`src/rtl/btn_pkg.sv`:
```
// Shared definitions for the push-button front end.
// Latency: n/a (constants and types only).
// Backpressure: n/a.
//
// Holds the channel index map (L, C, R, U), the channel count and the
// debounce FSM state type used by every channel.
package btn_pkg;

    localparam int NUM_BTN = 4;

    localparam int BTN_L = 0;
    localparam int BTN_C = 1;
    localparam int BTN_R = 2;
    localparam int BTN_U = 3;

    typedef enum logic [1:0] {
        ST_RELEASED        = 2'd0,
        ST_CONFIRM_PRESS   = 2'd1,
        ST_HELD            = 2'd2,
        ST_CONFIRM_RELEASE = 2'd3
    } deb_state_t;

endpackage

```
`src/rtl/debounce_channel.sv`:
```
// One button channel: 2-flop synchroniser, stability-counter debounce FSM, optional auto-repeat.
// Latency: raw change first sampled at edge k -> level/pulse registered after edge k+1+DEBOUNCE_CYCLES.
// Backpressure: none; pulses are single-cycle and are not held for a consumer.
//
// Ports:
//   i_clock   - system clock, rising edge
//   i_reset   - synchronous active-high reset
//   i_raw     - asynchronous button pin
//   o_level   - debounced level (1 = pressed)
//   o_press   - one-cycle pulse per accepted press (and per auto-repeat)
//   o_release - one-cycle pulse per accepted release
// Configuration macro: BTN_REPEAT_EN enables the hold counter and auto-repeat pulses.
module debounce_channel
    import btn_pkg::*;
#(
    parameter int DEBOUNCE_CYCLES = 1_000_000,
    parameter int REPEAT_DELAY    = 50_000_000,
    parameter int REPEAT_PERIOD   = 10_000_000
) (
    input  logic i_clock,
    input  logic i_reset,
    input  logic i_raw,
    output logic o_level,
    output logic o_press,
    output logic o_release
);

    localparam int CW = $clog2(DEBOUNCE_CYCLES);
    localparam logic [CW-1:0] CNT_ONE  = CW'(1);
    localparam logic [CW-1:0] CNT_LAST = CW'(DEBOUNCE_CYCLES - 1);

    // Reject parameter sets the counters cannot represent.
    if (DEBOUNCE_CYCLES < 2 || REPEAT_DELAY < 1 || REPEAT_PERIOD < 1) begin : g_param_check
        $error("debounce_channel: DEBOUNCE_CYCLES must be >= 2 and REPEAT_* >= 1");
    end

    logic          r_sync1;
    logic          r_sync2;
    deb_state_t    r_state;
    logic [CW-1:0] r_cnt;
    logic          r_level;
    logic          r_press;
    logic          r_release;

`ifdef BTN_REPEAT_EN
    localparam int HMAX = (REPEAT_DELAY > REPEAT_PERIOD) ? REPEAT_DELAY : REPEAT_PERIOD;
    localparam int HW   = $clog2(HMAX + 1);
    localparam logic [HW-1:0] HOLD_ONE   = HW'(1);
    localparam logic [HW-1:0] HOLD_FIRST = HW'(REPEAT_DELAY - 1);
    localparam logic [HW-1:0] HOLD_NEXT  = HW'(REPEAT_PERIOD - 1);

    logic [HW-1:0] r_hold;
    // 0 while waiting for the first repeat, 1 once the periodic cadence has started.
    logic          r_rep_phase;
    logic          w_rep_due;

    assign w_rep_due = r_rep_phase ? (r_hold == HOLD_NEXT) : (r_hold == HOLD_FIRST);
`endif

    always_ff @(posedge i_clock) begin
        if (i_reset) begin
            r_sync1     <= 1'b0;
            r_sync2     <= 1'b0;
            r_state     <= ST_RELEASED;
            r_cnt       <= '0;
            r_level     <= 1'b0;
            r_press     <= 1'b0;
            r_release   <= 1'b0;
`ifdef BTN_REPEAT_EN
            r_hold      <= '0;
            r_rep_phase <= 1'b0;
`endif
        end else begin
            r_sync1   <= i_raw;
            r_sync2   <= r_sync1;
            r_press   <= 1'b0;
            r_release <= 1'b0;

            case (r_state)
                ST_RELEASED: begin
                    if (r_sync2) begin
                        r_state <= ST_CONFIRM_PRESS;
                        r_cnt   <= CNT_ONE;
                    end
                end

                ST_CONFIRM_PRESS: begin
                    if (!r_sync2) begin
                        r_state <= ST_RELEASED;
                        r_cnt   <= '0;
                    end else if (r_cnt == CNT_LAST) begin
                        r_state <= ST_HELD;
                        r_cnt   <= '0;
                        r_level <= 1'b1;
                        r_press <= 1'b1;
`ifdef BTN_REPEAT_EN
                        r_hold      <= '0;
                        r_rep_phase <= 1'b0;
`endif
                    end else begin
                        r_cnt <= r_cnt + CNT_ONE;
                    end
                end

                ST_HELD: begin
                    if (!r_sync2) begin
                        // Hold counter is left untouched here: it stays frozen
                        // through the release confirmation and resumes on a bounce back.
                        r_state <= ST_CONFIRM_RELEASE;
                        r_cnt   <= CNT_ONE;
                    end else begin
`ifdef BTN_REPEAT_EN
                        if (w_rep_due) begin
                            r_press     <= 1'b1;
                            r_hold      <= '0;
                            r_rep_phase <= 1'b1;
                        end else begin
                            r_hold <= r_hold + HOLD_ONE;
                        end
`endif
                    end
                end

                ST_CONFIRM_RELEASE: begin
                    if (r_sync2) begin
                        r_state <= ST_HELD;
                        r_cnt   <= '0;
                    end else if (r_cnt == CNT_LAST) begin
                        r_state   <= ST_RELEASED;
                        r_cnt     <= '0;
                        r_level   <= 1'b0;
                        r_release <= 1'b1;
`ifdef BTN_REPEAT_EN
                        r_hold      <= '0;
                        r_rep_phase <= 1'b0;
`endif
                    end else begin
                        r_cnt <= r_cnt + CNT_ONE;
                    end
                end

                default: begin
                    r_state <= ST_RELEASED;
                    r_cnt   <= '0;
                end
            endcase
        end
    end

    assign o_level   = r_level;
    assign o_press   = r_press;
    assign o_release = r_release;

endmodule

```
`src/rtl/button_conditioner.sv`:
```
// Four-channel button front end: sync + debounce each pin, emit level and press/release pulses.
// Latency: DEBOUNCE_CYCLES+1 edges from first sampling a stable change to the registered outputs.
// Backpressure: none; the game core must consume each single-cycle press pulse as it occurs.
//
// Ports:
//   clock       - system clock, rising edge
//   reset       - synchronous active-high reset
//   btn_raw     - raw button pins, bit 0=L, 1=C, 2=R, 3=U
//   btn_level   - debounced level per channel (1 = pressed)
//   btn_press   - one-cycle press pulse per channel (plus auto-repeat when enabled)
//   btn_release - one-cycle release pulse per channel
// Configuration macro: BTN_REPEAT_EN enables auto-repeat press pulses while a button is held.
module button_conditioner
    import btn_pkg::*;
#(
    parameter int DEBOUNCE_CYCLES = 1_000_000,
    parameter int REPEAT_DELAY    = 50_000_000,
    parameter int REPEAT_PERIOD   = 10_000_000
) (
    input  logic               clock,
    input  logic               reset,
    input  logic [NUM_BTN-1:0] btn_raw,
    output logic [NUM_BTN-1:0] btn_level,
    output logic [NUM_BTN-1:0] btn_press,
    output logic [NUM_BTN-1:0] btn_release
);

    for (genvar g = 0; g < NUM_BTN; g++) begin : g_chan
        debounce_channel #(
            .DEBOUNCE_CYCLES (DEBOUNCE_CYCLES),
            .REPEAT_DELAY    (REPEAT_DELAY),
            .REPEAT_PERIOD   (REPEAT_PERIOD)
        ) u_chan (
            .i_clock   (clock),
            .i_reset   (reset),
            .i_raw     (btn_raw[g]),
            .o_level   (btn_level[g]),
            .o_press   (btn_press[g]),
            .o_release (btn_release[g])
        );
    end

endmodule

```
`config.mk`:
```
export PLATFORM = sky130hd
export DESIGN_NAME = button_conditioner
export DESIGN_NICKNAME = d
export VERILOG_FILES = /design/src/rtl/btn_pkg.sv /design/src/rtl/debounce_channel.sv /design/src/rtl/button_conditioner.sv
export SDC_FILE = /design/constraint.sdc
export NUM_CORES = 1
export LEC_CHECK = 0
export CAP_MARGIN = 20
export CORE_ASPECT_RATIO = 2
export CORE_MARGIN = 2
export CORE_UTILIZATION = 25
export DETAILED_ROUTE_END_ITERATION = 10
export GPL_TIMING_DRIVEN = 0
export MAX_ROUTING_LAYER = met4
export SLEW_MARGIN = 0
export SYNTH_ARGS = -nofsm -noshare
export SYNTH_HDL_FRONTEND = slang
export SYNTH_SLANG_ARGS = --single-unit
```
`constraint.sdc`:
```
create_clock -name clock -period 3.8 [get_ports clock]
set_clock_uncertainty 0.1 [all_clocks]
set_input_delay 1.14 -clock clock [delete_from_list [all_inputs] [get_ports clock]]
set_output_delay 1.14 -clock clock [all_outputs]
set_load 0.1 [all_outputs]
```
Word level (Yosys, flattened, before mapping):

Cells that the tools add are included.

* flip-flop bits (word level): 108
* logic and storage cells: 196
* output and inout port bits: 12

* reductions and logical operators: 28
* $add $sub $neg: 4
* mux-type cells: 76
* equal/unequal tests: 48
* bitwise operators: 12

Operator list (number)
* $mux W20: 20
* $pmux W20 S4: 4
* $add A20 B1 Y20 const B: 4
* $eq A20 B20 Y1 const B: 4
* $mux W2: 24
* $ne A2 B1 Y1 const B: 16
* $pmux W2 S4: 4
* $reduce_or A3 Y1: 8
* $mux W1: 20
* $reduce_and A5 Y1: 4
* $eq A2 B2 Y1 const B: 8
* $ne A2 B2 Y1 const B: 8
* $reduce_and A4 Y1: 4
* $ne A3 B1 Y1 const B: 4
* $ne A3 B3 Y1 const B: 4
* $not A1 Y1: 12
* $eq A2 B1 Y1 const B: 4
* $logic_not A2 Y1: 4
* $pmux W1 S2: 4
* $reduce_and A2 Y1: 4
* $reduce_bool A2 Y1: 4

Depth between registers and ports, before layout:

* word-level depth: 4
* depth in mapped cells: 8

Modules after synthesis:

A second synthesis with hierarchy kept.

* cells, all modules: 614
* area, all modules: 5317.6 um2

Modules (own cells, without submodules)
* debounce_channel (g_chan[0].u_chan ...): seq. area each 540.5 um2, instances 3, cells an instance 153, area an instance 1330.0 um2
* debounce_channel (g_chan[3].u_chan): seq. area each 540.5 um2, instances 1, cells an instance 155, area an instance 1327.5 um2

Least setup slack after synthesis:

No wires, ideal clock.

* path kind: input to register
* from: input port reset
* to: register g_chan[1].u_chan.r_cnt[13]
* setup time: 59 ps
* arrival: 2128 ps
* stages: 4
* setup slack: 1513 ps
* cell sequence: clkbuf_1 nor3_1 a21o_1 a22o_1

RTL lines
* start: declaration: line button_conditioner.sv:21 `input logic reset,`
* end signal: assignment: line debounce_channel.sv:101 `r_cnt <= r_cnt + CNT_ONE;`
* end signal: assignment: line debounce_channel.sv:138 `r_cnt <= r_cnt + CNT_ONE;`
* end: declaration: line debounce_channel.sv:40 `logic [CW-1:0] r_cnt;`

Final worst setup path:

* from: register g_chan[0].u_chan.r_level
* to: output port btn_level[0]

RTL lines
* start: declaration: line debounce_channel.sv:41 `logic r_level;`
* start signal: assignment: line debounce_channel.sv:66 `r_level <= 1'b0;`
* start signal: assignment: line debounce_channel.sv:94 `r_level <= 1'b1;`
* start signal: assignment: line debounce_channel.sv:131 `r_level <= 1'b0;`
* end: declaration: line button_conditioner.sv:23 `output logic [NUM_BTN-1:0] btn_level,`

No word-level cell between the ends.

==> flow_summary_export.csv <==
group,metric,value,unit
synthesis,synth.cell_area,0.00534,sq mm
job,cap_viol_max_count,0,
setup_path,critPathKind,"reg -> out",
global_routing,grt_pass1_wl,22.2,mm
synthesis,yosysTopAreaCell,"dfxtp_1",
timing,worstMarginPinSlew,1.06,ns
timing,slew_headroom,28.9,%
clock_tree,htree_levels,3,
drt,drc,0,
synthesis,yosys_warnings,0,
setup_path,critPathLaunch,"g_chan[0].u_chan.o_level",
drt,vias,4630,
setup_path,critical_path_peak_fanout,3,
synthesis,synth.distinct_cells,57,
layout,fin_nets,658,
global_routing,grt_max_degree,20,
setup_path,timing.rr.end,"g_chan[0].u_chan.o_release",
synthesis,synth.area.top_cells,"dfxtp_1 40%, nand3_1 4.7%, a21oi_1 4.6%",
synthesis,seq_area_frac_synth,40.5,%
synthesis,synthFlopType,"dfxtp_1",
hold_path,hold_path_class,"reg -> reg",
die,die_w,107,um
place,gp_congestion,0.869,
drt,drt-vias-per-instance,5.02,
setup_path,arrival,2.06,ns
layout,final_cell_mix,"108 x dfxtp_1, 50 x nand3_1, 49 x a21oi_1",
drt,ant_nets,0,
global_routing,antenna_found_initial,0,
timing,holdWs,0.338,ns
die,start_util,25.4,%
setup_path,cp.required,2.56,ns
pwr,power_density,357,mW/mm^2
synthesis,syn_area_per_cell,8.65,sq um
setup_path,reg2regPathDepth,5,
setup_path,cp-endpoint,"btn_level[0]",
timing,fin_setup_tns,0,ns
clock_tree,cts_hold_buf,0,
drt,drt-initial-drc-count,257,
layout,area_delta_synth_final,14.9,%
die,die_h,211,um
setup_path,startpoint_type,"register",
clock_tree,cts_root_buffer,"clkbuf_16",
timing,setup_violations,0,
global_routing,grt_pass1_vias,4584,
timing,slew_viol_final,0,
synthesis,synth.top_cell.area_share,40.5,%
setup_path,r2r_slack,1.01,ns
outcome,status,"finished clean",
layout,antenna_cells,0,
pwr,vdd_drop_max,0.000214,V
timing,finalCriticalPeriod,3.30,ns
layout,drive_above_1_share,8.58,%
drt,drtPass1Iterations,4,
clock_tree,cts_buffers,9,
clock_tree,cts_resized,0,
place,portBuffers,17,
synthesis,synth-seq-cells,108,
layout,final_common_cell,"dfxtp_1",
drt,wl_per_cell,14.2,um
setup_path,end_kind,"output pin",
timing,finalHoldViolCount,0,
global_routing,grt_use_total,12.5,%
die,pin_count,18,
synthesis,synthArstFlopShare,0,%
clock_tree,clk_path_buf_depth,2,
place,dp_hpwl,9.70,mm
synthesis,syn-num-nets,628,
clock_tree,path_clk_slew,0.07,ns
clock_tree,cts_tree,"done",
clock_tree,postCtsSetupRepairBufs,0,
synthesis,synth-edff-count,0,
die,dieArea,0.0226,sq mm
setup_path,r2r-start,"g_chan[0].u_chan.r_cnt[0]",
die,rows,75,
clock_tree,clock_sinks,108,
timing,fmax,303,MHz
timing,finalCritPeriodShare,86.8,%
synthesis,syn_inst,618,
die,coreArea,0.0210,sq mm
pwr,p_leak,2.08,nW
drt,routed_wl,13.1,mm
layout,nFillCells,2257,
global_routing,grt-ovfl-total,0,
clock_tree,clkLatencyLatePin,0.36,ns
timing,rsz0062_at_grt,"no",
[per-layer routing]
metal	wire length, um	vias to the layer above	GRT usage (%)
met4	528	0	7.16
li1	-	2355	-
met1	5350	2186	12.8
met2	7020	56	22.8
met3	221	33	1.33
met5	0	-	-
[synth_stat cells (10+ instances only)]
| master | count |
|---|---|
| dfxtp_1 | 108 |
| nand3_1 | 50 |
| a21oi_1 | 49 |
| nand2_1 | 46 |
| nor2_1 | 46 |
| a31oi_1 | 36 |
| o21ai_0 | 20 |
| nand4_1 | 18 |
| and3_1 | 17 |
| a22o_1 | 15 |
| xnor2_1 | 15 |
| mux2i_1 | 14 |
| nor3_1 | 14 |
| clkbuf_1 | 13 |
| nand2b_1 | 13 |
| buf_4 | 12 |
| nor4_1 | 12 |
| inv_1 | 11 |
| nor2b_1 | 10 |
[worst max-delay path, stage by stage, from the launching register on]
cell and delay, ns:
dfxtp_1 0.44, buf_4 0.15, clkdlybuf4s50_1 1.12
[logic make-up (layout without fill, tap and decap cells)]
family	count (synthesis)	in the layout	synth area share, %
muxes	14	14	2.62
adders and majority gates	4	4	0.937
DFF	108	108	40.5
xor gates and xnor gates	22	22	3.61
and+or+nand+nor	277	277	30.3
AOI/OAI and AO/OA	145	145	17.2
buffers and inverters	48	83	4.92
[registers in the layout, indices dropped and copies added (netlist names), named ones only]
name and cells:
g_chan.u_chan.o_release 4, g_chan.u_chan.r_sync2 4, g_chan.u_chan.r_cnt 80, g_chan.u_chan.r_state 4
g_chan.u_chan.r_sync1 4, g_chan.u_chan.o_press 4, g_chan.u_chan.o_level 4
[final cells by class]
cell class / count / area (sq um) / share of cell area [%]
plain buffers: 36 / 218 / 3.55
clock buffers: 10 / 229 / 3.73
clock inverters: 6 / 51.3 / 0.836
inverters: 12 / 45.0 / 0.734
multi-input cells: 462 / 2920 / 47.5
flip-flops and latches: 108 / 2160 / 35.2
well taps: 269 / 337 / 5.48
repair buffers: 19 / 180 / 2.93
[power breakdown]
group	switching, W	internal [W]	total [W]	leakage [nW]
registers	0.0000123	0.00114	0.00115	0.873
clock network	0.000464	0.000458	0.000922	0.135
logic	0.0000790	0.0000363	0.000115	1.07
[worst min-delay path by stage]
stage	from	endpoint	slack (ns)	cells after the start
floorplan	g_chan[0].u_chan.r_sync1	g_chan[0].u_chan.r_sync2	0.31	1
global placement	g_chan[0].u_chan.r_sync1	g_chan[0].u_chan.r_sync2	0.32	1
detailed placement	g_chan[0].u_chan.r_sync1	g_chan[0].u_chan.r_sync2	0.33	1
CTS	g_chan[0].u_chan.r_sync1	g_chan[0].u_chan.r_sync2	0.34	1
global route	g_chan[0].u_chan.r_sync1	g_chan[0].u_chan.r_sync2	0.36	1
finish	g_chan[0].u_chan.r_sync1	g_chan[0].u_chan.r_sync2	0.34	1
[metrics by stage]
step / instances / util (%) / setup slack, ns / cell area (sq um) / total power [W]
2_1_floorplan: 618 / - / 1.51 / 5340 / 0.00126
3_3_place_gp: 904 / 27.8 / 0.253 / 5850 / 0.00130
3_5_place_dp: 905 / 27.9 / 0.319 / 5850 / 0.00130
4_1_cts: 921 / 29.2 / 0.489 / 6130 / 0.00221
5_1_grt: 922 / 29.2 / 0.483 / 6140 / 0.00226
6_report: 922 / 29.2 / 0.503 / 6140 / 0.00219
No activity file was read; power rests on OpenSTA's default activity.
